[config.mk]
export PLATFORM = sky130hd
export DESIGN_NAME = rd_ddr_burst_gen
export DESIGN_NICKNAME = d
export VERILOG_FILES = /design/src/rtl/rd_ddr_burst_gen_pkg.sv /design/src/rtl/rd_burst_split.sv /design/src/rtl/rd_ddr_burst_gen.sv
export SDC_FILE = /design/constraint.sdc
export NUM_CORES = 1
export LEC_CHECK = 0
export CORE_AREA = 2 2 443 445
export CTS_CLUSTER_DIAMETER = 60
export DETAILED_ROUTE_END_ITERATION = 8
export DIE_AREA = 0 0 445 447
export HOLD_SLACK_MARGIN = 0.06
export MAX_ROUTING_LAYER = met4
export REMOVE_ABC_BUFFERS = 1
export SYNTH_ARGS = -nofsm -noshare
export SYNTH_HDL_FRONTEND = slang
export SYNTH_SLANG_ARGS = --single-unit
[constraint.sdc]
create_clock -name i_clk -period 13.2 [get_ports i_clk]
set_input_delay 2.64 -clock i_clk [delete_from_list [all_inputs] [get_ports i_clk]]
set_output_delay 2.64 -clock i_clk [all_outputs]
set_load 0.01 [all_outputs]
[src/rtl/rd_ddr_burst_gen_pkg.sv]
// Shared constants and state encoding for the DDR read-burst generator.
// Region size here matches the default top-level parameters.
package rd_ddr_burst_gen_pkg;

    localparam int LP_BEAT_BYTES   = 64;
    localparam int LP_BEAT_SHIFT   = 6;
    localparam int LP_4K_BYTES     = 4096;
    localparam int LP_REGION_BYTES = 32'h0008_0000;

    localparam logic [2:0] LP_ARSIZE  = 3'd6;
    localparam logic [1:0] LP_ARBURST = 2'b01;

    typedef enum logic [2:0] {
        S_IDLE = 3'd0,
        S_CALC = 3'd1,
        S_AR   = 3'd2,
        S_RDAT = 3'd3,
        S_DONE = 3'd4
    } state_t;

endpackage

[src/rtl/rd_burst_split.sv]
// Burst sizing for one AR: length limited by remaining beats, max burst,
// the next 4 KB boundary and the end of the queue's region.
module rd_burst_split
    import rd_ddr_burst_gen_pkg::*;
#(
    parameter int AW           = 32,
    parameter int QW           = 4,
    parameter int REGION_BYTES = LP_REGION_BYTES,
    parameter int MAX_BURST    = 64
) (
    input  logic          i_clk,
    input  logic          i_rst,
    input  logic          i_calc_en,
    input  logic [QW-1:0] i_queue,
    input  logic [AW-1:0] i_off,
    input  logic [AW-1:0] i_beats_left,
    output logic [AW-1:0] o_beats,
    output logic [AW-1:0] o_araddr,
    output logic [7:0]    o_arlen,
    output logic [2:0]    o_arsize,
    output logic [1:0]    o_arburst
);

    localparam int LP_REGION_SHIFT = $clog2(REGION_BYTES);

    logic [AW-1:0] w_to_4k;
    logic [AW-1:0] w_to_end;
    logic [AW-1:0] w_min;
    logic [AW-1:0] w_addr;

    // Region bases are 4 KB aligned, so offset alignment equals address alignment.
    always_comb begin
        w_to_4k  = AW'(LP_4K_BYTES / LP_BEAT_BYTES) - AW'(i_off[11:6]);
        w_to_end = (AW'(REGION_BYTES) - i_off) >> LP_BEAT_SHIFT;
        w_min    = i_beats_left;
        if (w_min > AW'(MAX_BURST)) w_min = AW'(MAX_BURST);
        if (w_min > w_to_4k)        w_min = w_to_4k;
        if (w_min > w_to_end)       w_min = w_to_end;
        w_addr   = (AW'(i_queue) << LP_REGION_SHIFT) + i_off;
    end

    assign o_beats = w_min;

    always_ff @(posedge i_clk or posedge i_rst) begin
        if (i_rst) begin
            o_araddr  <= '0;
            o_arlen   <= '0;
            o_arsize  <= '0;
            o_arburst <= '0;
        end else if (i_calc_en) begin
            o_araddr  <= w_addr;
            o_arlen   <= w_min[7:0] - 8'd1;
            o_arsize  <= LP_ARSIZE;
            o_arburst <= LP_ARBURST;
        end
    end

endmodule

[src/rtl/rd_ddr_burst_gen.sv]
// Turns {queue, byte count, flag} read jobs into AXI4 INCR bursts over each
// queue's DDR ring region and streams the returned beats to the TX path.
module rd_ddr_burst_gen
    import rd_ddr_burst_gen_pkg::*;
#(
    parameter int C_M_AXI_ADDR_WIDTH = 32,
    parameter int C_M_AXI_DATA_WIDTH = 512,
    parameter int P_DDR_LOCAL_QUEUE  = 4,
    parameter int P_QUEUE_NUM        = 8,
    parameter int P_MAX_ADDR         = 32'h003F_FFFF,
    parameter int P_MAX_BURST        = 64
) (
    input  logic                          i_clk,
    input  logic                          i_rst,
    input  logic                          i_rd_flag,
    input  logic [P_DDR_LOCAL_QUEUE-1:0]  i_rd_queue,
    input  logic [C_M_AXI_ADDR_WIDTH-1:0] i_rd_byte,
    input  logic                          i_rd_byte_valid,
    output logic                          o_rd_byte_ready,
    output logic                          o_rd_queue_finish,
    output logic [C_M_AXI_ADDR_WIDTH-1:0] o_m_axi_araddr,
    output logic [7:0]                    o_m_axi_arlen,
    output logic [2:0]                    o_m_axi_arsize,
    output logic [1:0]                    o_m_axi_arburst,
    output logic                          o_m_axi_arvalid,
    input  logic                          i_m_axi_arready,
    input  logic [C_M_AXI_DATA_WIDTH-1:0] i_m_axi_rdata,
    input  logic [1:0]                    i_m_axi_rresp,
    input  logic                          i_m_axi_rlast,
    input  logic                          i_m_axi_rvalid,
    output logic                          o_m_axi_rready,
    output logic [C_M_AXI_DATA_WIDTH-1:0] o_tx_data,
    output logic                          o_tx_valid,
    output logic                          o_tx_last,
    output logic                          o_tx_flag,
    output logic [P_DDR_LOCAL_QUEUE-1:0]  o_tx_queue,
    input  logic                          i_tx_ready,
    output logic                          o_rresp_err
);

    localparam int AW          = C_M_AXI_ADDR_WIDTH;
    localparam int QW          = P_DDR_LOCAL_QUEUE;
    localparam int LP_REGION   = (P_MAX_ADDR + 1) / P_QUEUE_NUM;
    localparam int LP_QIDX_W   = $clog2(P_QUEUE_NUM);

    state_t               r_state;
    logic                 r_ready;
    logic                 r_finish;
    logic                 r_arvalid;
    logic                 r_err;
    logic                 r_flag;
    logic [QW-1:0]        r_queue;
    logic [AW-1:0]        r_beats_left;
    logic [AW-1:0]        r_burst_cnt;
    logic [AW-1:0]        r_off [P_QUEUE_NUM];

    logic                 w_in_rdat;
    logic                 w_beat;
    logic                 w_queue_ok;
    logic                 w_calc_en;
    logic [LP_QIDX_W-1:0] w_qidx;
    logic [AW-1:0]        w_job_beats;
    logic [AW-1:0]        w_burst_beats;
    logic [AW-1:0]        w_off_inc;
    logic [AW-1:0]        w_off_next;

    assign w_in_rdat   = (r_state == S_RDAT);
    assign w_beat      = w_in_rdat && i_m_axi_rvalid && i_tx_ready;
    assign w_queue_ok  = (r_queue < QW'(P_QUEUE_NUM));
    assign w_qidx      = r_queue[LP_QIDX_W-1:0];
    assign w_calc_en   = (r_state == S_CALC) && w_queue_ok && (r_beats_left != '0);
    assign w_job_beats = (i_rd_byte >> LP_BEAT_SHIFT) + AW'(|i_rd_byte[LP_BEAT_SHIFT-1:0]);
    assign w_off_inc   = r_off[w_qidx] + AW'(LP_BEAT_BYTES);
    assign w_off_next  = (w_off_inc == AW'(LP_REGION)) ? '0 : w_off_inc;

    rd_burst_split #(
        .AW          (AW),
        .QW          (QW),
        .REGION_BYTES(LP_REGION),
        .MAX_BURST   (P_MAX_BURST)
    ) u_split (
        .i_clk       (i_clk),
        .i_rst       (i_rst),
        .i_calc_en   (w_calc_en),
        .i_queue     (r_queue),
        .i_off       (r_off[w_qidx]),
        .i_beats_left(r_beats_left),
        .o_beats     (w_burst_beats),
        .o_araddr    (o_m_axi_araddr),
        .o_arlen     (o_m_axi_arlen),
        .o_arsize    (o_m_axi_arsize),
        .o_arburst   (o_m_axi_arburst)
    );

    // The burst beat counter, not rlast, decides where a burst ends.
    always_ff @(posedge i_clk or posedge i_rst) begin
        if (i_rst) begin
            r_state      <= S_IDLE;
            r_ready      <= 1'b1;
            r_finish     <= 1'b0;
            r_arvalid    <= 1'b0;
            r_err        <= 1'b0;
            r_flag       <= 1'b0;
            r_queue      <= '0;
            r_beats_left <= '0;
            r_burst_cnt  <= '0;
            for (int i = 0; i < P_QUEUE_NUM; i++) r_off[i] <= '0;
        end else begin
            case (r_state)
                S_IDLE: begin
                    if (i_rd_byte_valid && r_ready) begin
                        r_ready      <= 1'b0;
                        r_queue      <= i_rd_queue;
                        r_flag       <= i_rd_flag;
                        r_beats_left <= w_job_beats;
                        r_state      <= S_CALC;
                    end
                end
                S_CALC: begin
                    if (!w_queue_ok) begin
                        r_err    <= 1'b1;
                        r_finish <= 1'b1;
                        r_state  <= S_DONE;
                    end else if (r_beats_left == '0) begin
                        r_finish <= 1'b1;
                        r_state  <= S_DONE;
                    end else begin
                        r_beats_left <= r_beats_left - w_burst_beats;
                        r_burst_cnt  <= w_burst_beats;
                        r_arvalid    <= 1'b1;
                        r_state      <= S_AR;
                    end
                end
                S_AR: begin
                    if (i_m_axi_arready) begin
                        r_arvalid <= 1'b0;
                        r_state   <= S_RDAT;
                    end
                end
                S_RDAT: begin
                    if (w_beat) begin
                        r_off[w_qidx] <= w_off_next;
                        if (i_m_axi_rresp != 2'b00) r_err <= 1'b1;
                        if (r_burst_cnt == AW'(1)) begin
                            if (!i_m_axi_rlast) r_err <= 1'b1;
                            if (r_beats_left == '0) begin
                                r_finish <= 1'b1;
                                r_state  <= S_DONE;
                            end else begin
                                r_state  <= S_CALC;
                            end
                        end else begin
                            if (i_m_axi_rlast) r_err <= 1'b1;
                            r_burst_cnt <= r_burst_cnt - AW'(1);
                        end
                    end
                end
                S_DONE: begin
                    r_finish <= 1'b0;
                    r_ready  <= 1'b1;
                    r_state  <= S_IDLE;
                end
                default: r_state <= S_IDLE;
            endcase
        end
    end

    assign o_rd_byte_ready   = r_ready;
    assign o_rd_queue_finish = r_finish;
    assign o_m_axi_arvalid   = r_arvalid;
    assign o_rresp_err       = r_err;
    assign o_m_axi_rready    = w_in_rdat && i_tx_ready;
    assign o_tx_valid        = w_in_rdat && i_m_axi_rvalid;
    assign o_tx_data         = w_in_rdat ? i_m_axi_rdata : '0;
    assign o_tx_last         = w_in_rdat && (r_burst_cnt == AW'(1)) && (r_beats_left == '0);
    assign o_tx_flag         = r_flag;
    assign o_tx_queue        = r_queue;

endmodule

==> results of run 1 <==
[metal layers]
metal / track usage
met1: 0.307
met3: 0.131
met5: -
met4: 0.162
met2: 0.391
[through the flow]
step                      area, µm²  cells   TNS, ns  worst slack [ns]
after CTS                     40400   6417         0              2.41
after detailed placement      38500   6324         0              2.48
after global routing          40600   6527         0              1.51
after global placement        38500   6324         0              2.53
after floorplan               23600   2606  -1316.41             -4.34
[Yosys cell counts, types with 29 or more instances]
master    count  area share
clkbuf_1    256       0.039
dfrtp_1     372        0.38
ha_1         68       0.034
nand4_1      31      0.0078
a21oi_1      90       0.018
nand2_1     375       0.057
nor3_1       29      0.0059
xnor2_1      67       0.024
mux2_2       71       0.032
and3_1      532        0.13
o21ai_0     261       0.053
inv_1        45      0.0068
nand3_1      57       0.012
xor2_1       55       0.019
nor2_1      108       0.016
[kinds of logic after synthesis]
family	count (synthesis)	share of synthesized area
simple gates	1273	0.275
fa+ha+maj	77	0.0389
buf+inv	340	0.0556
flops	373	0.378
mux	124	0.0668
other cells	2	0.000304
compound gates	564	0.142
xor+xnor	123	0.0439
==> out/qor.csv, run 1 <==
stage,metric,value,unit
outcome,outcome,stopped before the end,
clocking,clock_path_buffers,3,
outcome,firstError,[ERROR DRT-0255] Maze Route cannot find path of net i_m_axi_rdata[397] in worker of routeBox ( 434700 241500 ) ( 445000 289800 ).,
floorplan,die_w,445,µm
placed_design,port_buffers,1124,
global_routing,grt_pass1_wl,332000,µm
global_routing,overflow,0,
yosys,synthFlopType,dfrtp_1,
floorplan,initial_core_util,0.127,
global_routing,grt_pass1_vias,26600,
global_routing,grt_antenna_before_repair,177,
yosys,ys_warn_count,0,
global_routing,grtUsageTotal,0.273,
floorplan,die_h,447,µm
clocking,htree_levels,2,
global_routing,grt_max_degree,187,
clocking,ctsResizeCount,0,
clocking,post-cts-setup-buffers,0,
yosys,synth_area,24700,µm²
yosys,syn_avg_cell_area,8.59,µm²
yosys,ys_seq_area_frac,0.378,
clocking,cts_hold_buf,0,
yosys,async_flop_share,1.00,
yosys,ys_ff_latch,373,
floorplan,std_cell_rows,162,
clocking,clkSinkCount,373,
floorplan,io_pins,1127,
placed_design,place_hpwl,241000,µm
yosys,synthCells,2876,
clocking,cts_made_buffers,52,
clocking,clockRootBuffer,clkbuf_16,
yosys,synth.distinct_cells,97,
yosys,synth_edf_count,0,
placed_design,place_congestion,0.954,
outcome,lastStage,detailed routing,
==> run 2, diff against run 1 <==
--- a/config.mk
+++ b/config.mk
@@ -5,12 +5,10 @@
 export SDC_FILE = /design/constraint.sdc
 export NUM_CORES = 1
 export LEC_CHECK = 0
-export CORE_AREA = 2 2 443 445
-export CTS_CLUSTER_DIAMETER = 60
+export CORE_AREA = 2 2 436 438
 export DETAILED_ROUTE_END_ITERATION = 8
-export DIE_AREA = 0 0 445 447
-export HOLD_SLACK_MARGIN = 0.06
-export MAX_ROUTING_LAYER = met4
+export DIE_AREA = 0 0 438 440
+export PLACE_DENSITY_LB_ADDON = 0.15
 export REMOVE_ABC_BUFFERS = 1
 export SYNTH_ARGS = -nofsm -noshare
 export SYNTH_HDL_FRONTEND = slang
==> constraint.sdc (replaced) <==
create_clock -name i_clk -period 17.16 [get_ports i_clk]
set_input_delay 3.432 -clock i_clk [delete_from_list [all_inputs] [get_ports i_clk]]
set_output_delay 3.432 -clock i_clk [all_outputs]
set_load 0.01 [all_outputs]
==> run 2 against run 1 <==
Effect of this change:
- the flow now finishes without violations
- global-route usage up 1.7 points
- synthesized area unchanged
- synthesized cell count unchanged
==> out/qor.csv, run 2 <==
stage,metric,value,unit,change
outcome,outcome,finished clean,,
global_routing,grt_pass1_vias,26800,,+0.71%
worst_setup_path,reg2reg_depth,38,,
route,drt-total-wl,291000,µm,
timing,fin_crit,11.44,ns,
yosys,synthCells,2876,,unchanged
clocking,cts.clk_slew.worst_paths,0.06,ns,
yosys,synthFlopType,dfrtp_1,,
yosys,ys_warn_count,0,,unchanged
yosys,synth_edf_count,0,,unchanged
timing,whs,0.369,ns,
yosys,ys_seq_area_frac,0.378,,unchanged
power_and_ir_drop,p_total,2.21,mW,
worst_setup_path,max_stage_delay,0.92,ns,
timing,final-hold-violation-count,0,,
yosys,yosysMostFrequentCell,and3_1,,
global_routing,overflow,0,,unchanged
cells_and_area,fill_cells,21100,,
timing,worst_pin_slew,1.24,ns,
floorplan,std_cell_rows,160,,-1.2%
route,drc_errors,0,,
route,ant_nets,0,,
cells_and_area,largest_register_ff_count,256,,
placed_design,place_congestion,0.972,,+1.9%
clocking,insertion_delay,0.62,ns,
route,drt-initial-drc-count,2532,,
route,via_count,29100,,
cells_and_area,area_growth,65.7,%,
floorplan,dieArea,193000,µm²,
worst_setup_path,end_kind,flip-flop,,
min_path,min_from,r_off[165],,
cells_and_area,fin_nets,4462,,
worst_setup_path,cp_max_fo,47,,
yosys,syn_avg_cell_area,8.59,µm²,unchanged
run,cap_violations,0,,
yosys,synth_area,24700,µm²,unchanged
worst_setup_path,slowest_stage,dfrtp_2,,
route,drtPass1Iterations,5,,
yosys,synth_area_leaders,"dfrtp_1 38%, and3_1 13%, nand2_1 5.7%",,
yosys,async_flop_share,1.00,,unchanged
clocking,cts_hold_buf,0,,unchanged
yosys,ys_ff_latch,373,,unchanged
clocking,cts_tree,done,,
placed_design,placed_cell_area,38500,µm²,about the same
yosys,yosys.area.top_type,dfrtp_1,,
timing,max_freq,0.0874,GHz,
floorplan,core,189000,µm²,
route,routedWlPerCell,43.3,µm,
cells_and_area,multi_input_area,14100,µm²,
timing,rsz0062_at_grt,false,,
floorplan,die_h,440,µm,-1.6%
cells_and_area,regMostFlops,r_off,,
cells_and_area,fin_area,40900,µm²,
timing,fin_crit_sh,0.667,,
timing,setup_violations,0,,
worst_setup_path,worst_ep_required_time,17.66,ns,
timing,skew,0.0347,ns,
clocking,htree_levels,2,,unchanged
floorplan,initial_core_util,0.131,,+0.00378
cells_and_area,drive_above_1_share,0.0703,,
power_and_ir_drop,power.density,54.0,nW/µm²,
min_path,holdPathEnd,r_off[165],,
worst_setup_path,r2r-end,r_beats_left[25],,
global_routing,grt_pass1_wl,351000,µm,+5.7%
worst_setup_path,crit_type,reg -> reg,,
clocking,cts_made_buffers,48,,-7.7%
floorplan,io_pins,1127,,unchanged
worst_setup_path,rrSetupSlack,5.72,ns,
clocking,post-cts-setup-buffers,0,,unchanged
min_path,min_path_type,reg -> reg,,
placed_design,place_hpwl,246000,µm,+1.9%
worst_setup_path,r2r-start,o_tx_queue[1],,
timing,maxSlewViolCount,0,,
floorplan,die_w,438,µm,-1.6%
clocking,ctsResizeCount,0,,unchanged
worst_setup_path,cp.arrival,11.94,ns,
cells_and_area,layout_commonest_cell,clkdlybuf4s50_1,,
cells_and_area,seq_area,9350,µm²,
cells_and_area,final_util,0.217,,
power_and_ir_drop,p_leak,17.6,nW,
worst_setup_path,crit_top_cell,ha_1,,
worst_setup_path,cp-start-kind,flip-flop,,
yosys,synth_top_area_frac,0.377,,unchanged
placed_design,port_buffers,1124,,unchanged
timing,timing.setup.tns,0,ns,
clocking,clock_path_buffers,3,,unchanged
global_routing,grt_antenna_before_repair,224,,+27%
global_routing,grtUsageTotal,0.290,,+0.0165
clocking,clkSinkCount,373,,unchanged
cells_and_area,final_cell_mix,"1124 x clkdlybuf4s50_1, 532 x and3_1, 371 x nand2_1",,
route,viasPerCell,4.33,,
min_path,whs_path_depth,0,,
timing,relSlewSlack,0.173,,
power_and_ir_drop,ir_drop,0.0000664,V,
clocking,clockRootBuffer,clkbuf_16,,
global_routing,grt_max_degree,213,,+14%
yosys,yosys-top-cells-count,"532 x and3_1, 375 x nand2_1, 372 x dfrtp_1",,
yosys,synth.distinct_cells,97,,unchanged
-- run 2: cell counts after synthesis --
Identical to the previous run, type by type.
-- run 2: per-stage QoR --
stage	worst slack, ns	instances
after floorplan	-0.382	2606
after global placement	5.74	6295
after detailed placement	5.53	6295
after CTS	5.50	6378
after global routing	4.71	6602
final	5.72	6727
-- run 2: how the worst max path moves through the flow --
stage               slack (ns)     startpoint               end  depth (start not counted)
global route              4.71  o_tx_queue[1]  r_beats_left[30]                         41
global placement          5.74  o_tx_queue[1]  r_beats_left[25]                         38
finish                    5.72  o_tx_queue[1]  r_beats_left[25]                         38
CTS                       5.50  o_tx_queue[1]  r_beats_left[30]                         38
floorplan                -0.38     r_state[0]    r_burst_cnt[5]                          8
detailed placement        5.53  o_tx_queue[1]  r_beats_left[25]                         34
-- run 2: logic make-up (layout without fill, tap and decap cells) --
family          Yosys count  count (layout)  synth area share
other cells               2             375          0.000304
buf+inv                 340            1307            0.0556
fa+ha+maj                77              77            0.0389
simple gates           1273            1273             0.275
flops                   373             373             0.378
xor+xnor                123             123            0.0439
compound gates          564             564             0.142
mux                     124             124            0.0668
-- run 2: layout make-up --
type / count / area share
Inverter: 46 / 0.00440
Clock inverter: 11 / 0.00281
Clock buffer: 72 / 0.0355
Timing Repair Buffer: 1178 / 0.286
Tap cell: 2511 / 0.0767
Antenna cell: 349 / 0.0213
Multi-Input combinational cell: 2187 / 0.345
Sequential cell: 373 / 0.228
-- run 2: report_power, final --
group | internal [mW] | total, mW | switching [mW]
Combinational | 0.132 | 0.298 | 0.167
Sequential | 0.881 | 0.881 | 0.000772
Clock | 0.598 | 1.03 | 0.434
-- run 2: layer usage --
layer,part of all wire,vias to the layer above,GRT usage
met4,0.050,88,0.115
li1,-,12500,-
met1,0.43,14500,0.375
met3,0.081,503,0.102
met2,0.43,1505,0.437
met5,0.0021,-,0
-- run 2: critical path: cells and delay by family (launching register included) --
kind / cells / cell delay [ns]
AOI/OAI and AO/OA: 15 / 4.17
xor gates and xnor gates: 2 / 0.23
adders and majority gates: 3 / 0.97
buffers and inverters: 4 / 1.39
DFF: 1 / 0.92
muxes: 2 / 0.87
and+or+nand+nor: 12 / 2.72
No activity file was read; power rests on OpenSTA's default activity.
==> run 3, diff against run 2 <==
==> constraint.sdc (replaced) <==
create_clock -name i_clk -period 11.35 [get_ports i_clk]
set_input_delay 2.27 -clock i_clk [delete_from_list [all_inputs] [get_ports i_clk]]
set_output_delay 2.27 -clock i_clk [all_outputs]
set_load 0.01 [all_outputs]
==> run 3 against run 2 <==
Effect of this change:
- routed wire length grew 0.25%
- clock power up 64%
- core utilization is 0.17 points higher
- largest cell class unchanged
- via count rose by 0.67%
- worst setup slack worse by 4.5 ns
- die area unchanged
- combinational power is 65% higher
- non-clock buffer count up 25
- largest power group unchanged
==> out/qor.csv, run 3 (synthesis results as in run 2) <==
stage,metric,value,unit,change
outcome,outcome,finished clean,,
placed_design,place_congestion,0.982,,+0.98%
clocking,post-cts-setup-buffers,0,,unchanged
timing,skew,0.0665,ns,+0.0318 ns
worst_setup_path,rrSetupSlack,1.18,ns,-4.54 ns
route,drc_errors,0,,unchanged
power_and_ir_drop,power.density,85.2,nW/µm²,+58%
worst_setup_path,end_kind,flip-flop,,
clocking,cts_hold_buf,0,,unchanged
global_routing,overflow,0,,unchanged
clocking,clockRootBuffer,clkbuf_16,,
floorplan,dieArea,193000,µm²,unchanged
power_and_ir_drop,p_total,3.52,mW,+59%
timing,timing.setup.tns,0,ns,unchanged
min_path,min_from,r_off[0],,
clocking,clock_path_buffers,3,,unchanged
run,cap_violations,0,,unchanged
global_routing,grt_max_degree,234,,+9.9%
floorplan,io_pins,1127,,unchanged
worst_setup_path,cp-endpoint,r_beats_left[25],,
clocking,clkSinkCount,373,,unchanged
power_and_ir_drop,p_leak,17.8,nW,+1.1%
timing,worst_pin_slew,1.25,ns,+0.0139 ns
clocking,cts.clk_slew.worst_paths,0.07,ns,about the same
timing,relSlewSlack,0.166,,-0.00697
floorplan,die_w,438,µm,unchanged
worst_setup_path,worst_ep_required_time,11.89,ns,-5.77 ns
worst_setup_path,crit_path_start,o_tx_queue[1],,
global_routing,grt_antenna_before_repair,227,,+1.3%
floorplan,initial_core_util,0.131,,unchanged
worst_setup_path,r2r-start,o_tx_queue[1],,
timing,setup_violations,0,,unchanged
cells_and_area,area_growth,67.0,%,
worst_setup_path,crit_type,reg -> reg,,
cells_and_area,fin_area,41300,µm²,+0.79%
cells_and_area,final_util,0.219,,+0.00172
cells_and_area,fin_nets,4489,,+0.61%
worst_setup_path,r2r-end,r_beats_left[25],,
power_and_ir_drop,ir_drop,0.000111,V,+68%
cells_and_area,regMostFlops,r_off,,
clocking,cts_tree,done,,
worst_setup_path,cp_max_fo,25,,-47%
clocking,cts_made_buffers,50,,+4.2%
route,drt-initial-drc-count,2618,,+3.4%
route,drtPass1Iterations,5,,unchanged
timing,maxSlewViolCount,0,,unchanged
worst_setup_path,crit_top_cell,ha_1,,
global_routing,grt_pass1_wl,353000,µm,+0.39%
route,viasPerCell,4.35,,+0.42%
global_routing,grt_pass1_vias,26800,,+0.20%
cells_and_area,layout_commonest_cell,clkdlybuf4s50_1,,
clocking,ctsResizeCount,0,,unchanged
clocking,insertion_delay,0.66,ns,+0.04 ns
timing,final-hold-violation-count,0,,unchanged
min_path,min_path_type,reg -> reg,,
placed_design,place_hpwl,247000,µm,+0.27%
global_routing,grtUsageTotal,0.291,,+0.00123
worst_setup_path,cp.arrival,10.71,ns,-1.23 ns
clocking,htree_levels,2,,unchanged
placed_design,dp.cells,6320,,+0.40%
placed_design,port_buffers,1124,,unchanged
route,routedWlPerCell,43.3,µm,about the same
cells_and_area,largest_register_ff_count,256,,unchanged
floorplan,die_h,440,µm,unchanged
timing,fin_crit,10.17,ns,-1.27 ns
route,drt-total-wl,292000,µm,+0.25%
worst_setup_path,slowest_stage,nor2b_1,,
worst_setup_path,max_stage_delay,0.94,ns,+0.02 ns
cells_and_area,final_cell_mix,"1124 x clkdlybuf4s50_1, 532 x and3_1, 371 x nand2_1",,
timing,fin_crit_sh,0.896,,+0.230
cells_and_area,drive_above_1_share,0.0782,,+0.00787
cells_and_area,final_cells,6744,,+0.25%
timing,rsz0062_at_grt,false,,
floorplan,std_cell_rows,160,,unchanged
worst_setup_path,reg2reg_depth,38,,unchanged
floorplan,core,189000,µm²,unchanged
route,ant_nets,0,,unchanged
cells_and_area,fill_cells,21100,,+0.38%
timing,max_freq,0.0983,GHz,+12%
route,via_count,29300,,+0.67%
worst_setup_path,cp-start-kind,flip-flop,,
placed_design,placed_cell_area,38700,µm²,+0.55%
run 3: metal layers:
| metal | up-vias | GRT usage | wire [µm] | share of wire |
|---|---|---|---|---|
| li1 | 12600 | - | - | - |
| met1 | 14800 | 0.375 | 127000 | 0.43 |
| met2 | 1454 | 0.434 | 127000 | 0.44 |
| met3 | 484 | 0.102 | 23800 | 0.081 |
| met4 | 78 | 0.130 | 13700 | 0.047 |
| met5 | - | 0 | 548 | 0.0019 |
run 3: cell type report:
cell class / instances / area [µm²] / area share
Antenna cell: 333 / 833 / 0.0202
Sequential cell: 373 / 9350 / 0.226
Clock inverter: 22 / 297 / 0.00719
Inverter: 46 / 180 / 0.00437
Tap cell: 2511 / 3140 / 0.0761
Timing Repair Buffer: 1203 / 11900 / 0.289
Clock buffer: 69 / 1420 / 0.0345
Multi-Input combinational cell: 2187 / 14100 / 0.342
run 3: how the worst min path moves through the flow:
stage | end | slack (ns) | cells after the start
6_report | r_off[0] | 0.37 | 0
3_3_place_gp | r_off[35] | 0.36 | 0
4_1_cts | r_off[69] | 0.37 | 0
2_1_floorplan | r_off[133] | 0.35 | 0
3_5_place_dp | r_off[162] | 0.36 | 0
5_1_grt | r_off[99] | 0.38 | 0
run 3: critical path, delay by kind of cell (launching register included):
family	cells	cell delay, ns
compound gates	15	3.78
xor+xnor	2	0.28
fa+ha+maj	4	1.18
buf+inv	2	0.34
flops	1	0.84
mux	2	0.60
simple gates	13	2.98
run 3: metrics by stage:
stage / hold slack (ns) / setup slack [ns]
final: 0.372 / 1.18
after global routing: 0.382 / 0.463
after CTS: 0.374 / 1.19
after detailed placement: 0.361 / 1.26
after global placement: 0.361 / 1.38
after floorplan: 0.346 / -6.19
run 3: where the power goes:
group	internal (mW)	leakage (nW)	switching, mW
Clock	0.995	0.837	0.696
Sequential	1.33	4.98	0.00126
Combinational	0.202	12.0	0.291
Total	2.53	17.8	0.987
==> edit 1 (settings of run 2) <==
Make the reset (`i_rst`) synchronous in 2 clocked blocks.
--- a/src/rtl/rd_burst_split.sv
+++ b/src/rtl/rd_burst_split.sv
@@ -43,3 +43,3 @@
 
-    always_ff @(posedge i_clk or posedge i_rst) begin
+    always_ff @(posedge i_clk) begin
         if (i_rst) begin
--- a/src/rtl/rd_ddr_burst_gen.sv
+++ b/src/rtl/rd_ddr_burst_gen.sv
@@ -95,3 +95,3 @@
     // The burst beat counter, not rlast, decides where a burst ends.
-    always_ff @(posedge i_clk or posedge i_rst) begin
+    always_ff @(posedge i_clk) begin
         if (i_rst) begin
Formal check against the unedited RTL: differs if i_rst is asserted again (counterexample within 4 cycles, from zero or initial values and one cycle with i_rst high); with i_rst held inactive, the same outputs for 4 cycles.
==> edit 1 against run 2 <==
  * Setup slack better by 1100 ps
  * Critical path depth down 1
  * Wire length down 2.8%
  * Sequential cell count up 3
  * Cell area up 0.37%
  * Count of clock-buffer cells in the layout down 3
  * Hold slack better by 87 ps
  * Synthesized cell count down 4.7%
  * Area after synthesis up 0.98%
  * Utilization up 0.081 points
  * Critical endpoint is now r_beats_left[25]
  * Highest routed layer unchanged
Power is not compared: it rests on default switching activity, and its combinational part moved more than twofold at a synthesized area within 25%.
==> edit 1: results (changes against run 2) <==
Post-Route WL: 283 mm (was 291 mm)
grt met1 use: 40.6% (was 37.5%)
share of cells above drive strength 1: 7.30% (was 7.03%)
worst-path fanout max: 37 (was 47)
Seq/Total Area, Yosys: 40.4% (was 37.8%)
met3 usage: 7.30% (was 10.2%)
M2 GR Usage: 41.3% (was 43.7%)
vias in the first global route: 26600 (was 26800)
vias per std cell: 4.53 (was 4.33)
Fill cells: 20800 (was 21100)
ys async rst share: 0% (was 100%)
dpl cells: 6237 (was 6295)
pre-CTS WS: 6770 ps (was 5530 ps)
first-pass GRT wire length: 342 mm (was 351 mm)
CTS Buf Count: 50 (was 48)
WL/cell: 43.9 µm (was 43.3 µm)
count of different cell masters after synthesis: 92 (was 97)
met3 WL: 20.7 mm (was 23.6 mm)
largest net degree at the start of global routing: 193 (was 213)
Slowest Stage Delay on Critical Path: 730 ps (was 920 ps)
Tcrit/Tclk final: 60.2% (was 66.7%)
hpwl dp: 240 mm (was 246 mm)
Syn Area/Cell: 9.10 µm² (was 8.59 µm²)
Compound-Gate Fraction of Synth Area: 9.13% (was 14.2%)
top cells by area, synth: edfxtp_1, and3_1, dfxtp_1 (was dfrtp_1, and3_1, nand2_1)
antenna violations before repair: 179 (was 224)
Critical Path End: r_beats_left[25] (unchanged)
Post-synth top cells: and3_1, nor2_1, edfxtp_1, clkbuf_1, nand2_1 (was and3_1, nand2_1, dfrtp_1, o21ai_0, clkbuf_1)
DP Area: 39100 µm² (was 38500 µm²)
drt pass-1 iters: 6 (was 5)
Crit-path slowest cell: a21oi_1 (was dfrtp_2)
gpl congestion: 1.01 (was 0.972)
multi-input logic area: 13900 µm² (was 14100 µm²)
status: completed (unchanged)
1st-iter DRT viols: 3231 (was 2532)
met1 wire length: 136 mm (was 127 mm)
Tot GR Track Use: 28.0% (was 29.0%)
skew final: 33.4 ps (was 34.7 ps)
ys flop type: edfxtp_1 (was dfrtp_1)
[edit 1: power by group through the flow]
stage | Sequential [µW] | Combinational [µW] | Clock (µW)
final | 1220 | 3140 | 1100
after global routing | 1230 | 3340 | 1160
after CTS | 1210 | 3120 | 1130
after detailed placement | 1230 | 3100 | 0
after global placement | 1230 | 3130 | 0
after floorplan | 1270 | 1560 | 0
[edit 1: worst min-delay path by stage]
| stage | start | to | slack, ps | depth (start not counted) |
|---|---|---|---|---|
| 2_1_floorplan | r_burst_cnt[9] | r_burst_cnt[9] | 430 | 2 |
| 3_3_place_gp | u_split.o_araddr[26] | u_split.o_araddr[26] | 440 | 2 |
| 3_5_place_dp | u_split.o_araddr[26] | u_split.o_araddr[26] | 450 | 2 |
| 4_1_cts | u_split.o_araddr[26] | u_split.o_araddr[26] | 460 | 2 |
| 5_1_grt | u_split.o_araddr[28] | u_split.o_araddr[28] | 480 | 2 |
| 6_report | u_split.o_araddr[26] | u_split.o_araddr[26] | 460 | 2 |
[edit 1: worst reg2reg max path: cells and delay by family (launching register included)]
kind,cells,cell delay (ps)
buffers and inverters,7,1680
DFF,1,320
and+or+nand+nor,7,1470
AOI/OAI and AO/OA,15,4170
muxes,4,1450
adders and majority gates,4,1150
[edit 1: cells by family (layout without fill, tap and decap cells)]
| family | Yosys count | after routing |
|---|---|---|
| simple gates | 1431 | 1431 |
| compound gates | 339 | 339 |
| flops | 376 | 376 |
| xor+xnor | 123 | 123 |
| other cells | 2 | 141 |
| buf+inv | 275 | 1331 |
| fa+ha+maj | 77 | 77 |
| mux | 117 | 117 |
[edit 1: area by class of cell]
class                   count  area share, %
clock inverters            25          0.618
well taps                2511           7.65
clock buffers              69           3.51
diodes                    115          0.700
flip-flops and latches    376           24.6
repair buffers           1188           28.6
inverters                  49          0.448
multi-input cells        2113           33.9
==> edit 2 (settings of run 2) <==
Without the edit above. Set the parameter `P_QUEUE_NUM` to 16 (it was 8).
--- a/src/rtl/rd_ddr_burst_gen.sv
+++ b/src/rtl/rd_ddr_burst_gen.sv
@@ -8,3 +8,3 @@
     parameter int P_DDR_LOCAL_QUEUE  = 4,
-    parameter int P_QUEUE_NUM        = 8,
+    parameter int P_QUEUE_NUM        = 16,
     parameter int P_MAX_ADDR         = 32'h003F_FFFF,
Formal check against the unedited RTL: not equivalent (a bounded check fails within 4 cycles, from zero or initial values and one cycle with i_rst high).
==> edit 2 against run 2 <==
  * Sequential cell count decreased by 303
  * Combinational power increased by 29%
  * Wire length decreased by 56%
  * Cell area decreased by 48%
  * Total power decreased by 61%
  * Area after synthesis decreased by 71%
  * Critical path type is now input pin to output pin
  * Critical endpoint is now o_tx_data[98]
  * Via count decreased by 61%
  * Setup slack improved by 2700 ps
==> edit 2: results (changes against run 2) <==
status: completed (unchanged)
r2r worst-path depth: 6 (was 38)
multi-input logic area: 5060 µm² (was 14100 µm²)
first-pass GRT wire length: 150 mm (was 351 mm)
reg2reg end: r_burst_cnt[21] (was r_beats_left[25])
clock buf count: 12 (was 72)
count of different cell masters after synthesis: 41 (was 97)
ClkCell Share: 1.46% (was 3.83%)
1st-iter DRT viols: 399 (was 2532)
met1 wire length: 46.9 mm (was 127 mm)
Critical Path End: o_tx_data[98] (was r_beats_left[25])
FF+latch area: 1750 µm² (was 9350 µm²)
WL/cell: 28.3 µm (was 43.3 µm)
worst skew pair latency: 350 ps (was 620 ps)
Seq/Total Area, Yosys: 24.2% (was 37.8%)
Tot GR Track Use: 12.6% (was 29.0%)
Crit-path slowest cell: clkdlybuf4s50_1 (was dfrtp_2)
I/O Buffers: 1080 (was 1124)
M2 GR Usage: 22.7% (was 43.7%)
CTS H-tree lvls: 3 (was 2)
total power: 872 µW (was 2210 µW)
Worst Path Arrival: 5340 ps (was 11940 ps)
largest register by flop count: r_burst_cnt (was r_off)
CTS Buf Count: 9 (was 48)
top cells by area, synth: and2_1, dfrtp_1, buf_4 (was dfrtp_1, and3_1, nand2_1)
FF-to-FF setup slack: 13850 ps (was 5720 ps)
Fill cells: 21900 (was 21100)
gpl congestion: 0.760 (was 0.972)
Lkg Pwr: 0.00739 µW (was 0.0176 µW)
Seq Cell Count: 70 (was 373)
share of cells above drive strength 1: 2.24% (was 7.03%)
Largest register FFs: 32 (was 256)
drt pass-1 iters: 4 (was 5)
count of multi-input gates: 822 (was 2187)
hpwl dp: 119 mm (was 246 mm)
Post-synth top cells: and2_1, dfrtp_1, clkbuf_1, nor2_1, buf_4 (was and3_1, nand2_1, dfrtp_1, o21ai_0, clkbuf_1)
Longest Clk Path Bufs: 2 (was 3)
sw power: 294 µW (was 601 µW)
Vias: 11300 (was 29100)
Worst Setup SP: i_m_axi_rdata[98] (was o_tx_queue[1])
Final nets: 2562 (was 4462)
skew final: 8.00 ps (was 34.7 ps)
Crit Reg-Reg Startpoint: r_burst_cnt[14] (was o_tx_queue[1])
met3 WL: 15.2 mm (was 23.6 mm)
routed wl met2: 64.3 mm (was 126 mm)
Worst VDD drop: 0.0000453 V (was 0.0000664 V)
worst-path fanout max: 1 (was 47)
Signal buf overhead: 51.2% (was 28.6%)
WHS Path Cells: 1 (was 0)
largest net degree at the start of global routing: 149 (was 213)
grt met1 use: 13.5% (was 37.5%)
Tightest Pin Transition: 956 ps (was 1240 ps)
nonclk buf count: 1089 (was 1178)
Worst Hold Path EP: r_burst_cnt[7] (was r_off[165])
Min Hold Slack: 460 ps (was 369 ps)
[edit 2: changes by cell type in the layout (fill, tap and decap cells not counted), sizes merged, moves of 57 or more]
cell,delta
a21oi,-64
and2,+495
nor2,-57
diode,-315
clkbuf,-60
dfrtp,-303
and3,-525
ha,-64
mux2,-64
nand2,-354
o21ai,-270
[edit 2: kinds of logic after synthesis]
family	Yosys count	share of synthesized area, %
DFF	70	24.2
muxes	9	1.38
and+or+nand+nor	672	55.8
xor gates and xnor gates	54	6.52
other	1	0.0517
buffers and inverters	120	8.63
AOI/OAI and AO/OA	37	2.79
adders and majority gates	4	0.690
[edit 2: stage by stage]
| stage | worst slack, ps | instances | utilization (%) | area [µm²] |
|---|---|---|---|---|
| finish | 8390 | 4550 | 11.3 | 21300 |
| floorplan | 2120 | 900 | - | 6830 |
| global placement | 8340 | 4500 | 11.1 | 20900 |
| CTS | 8360 | 4516 | 11.2 | 21200 |
| detailed placement | 8380 | 4500 | 11.1 | 20900 |
| global route | 8420 | 4517 | 11.2 | 21200 |
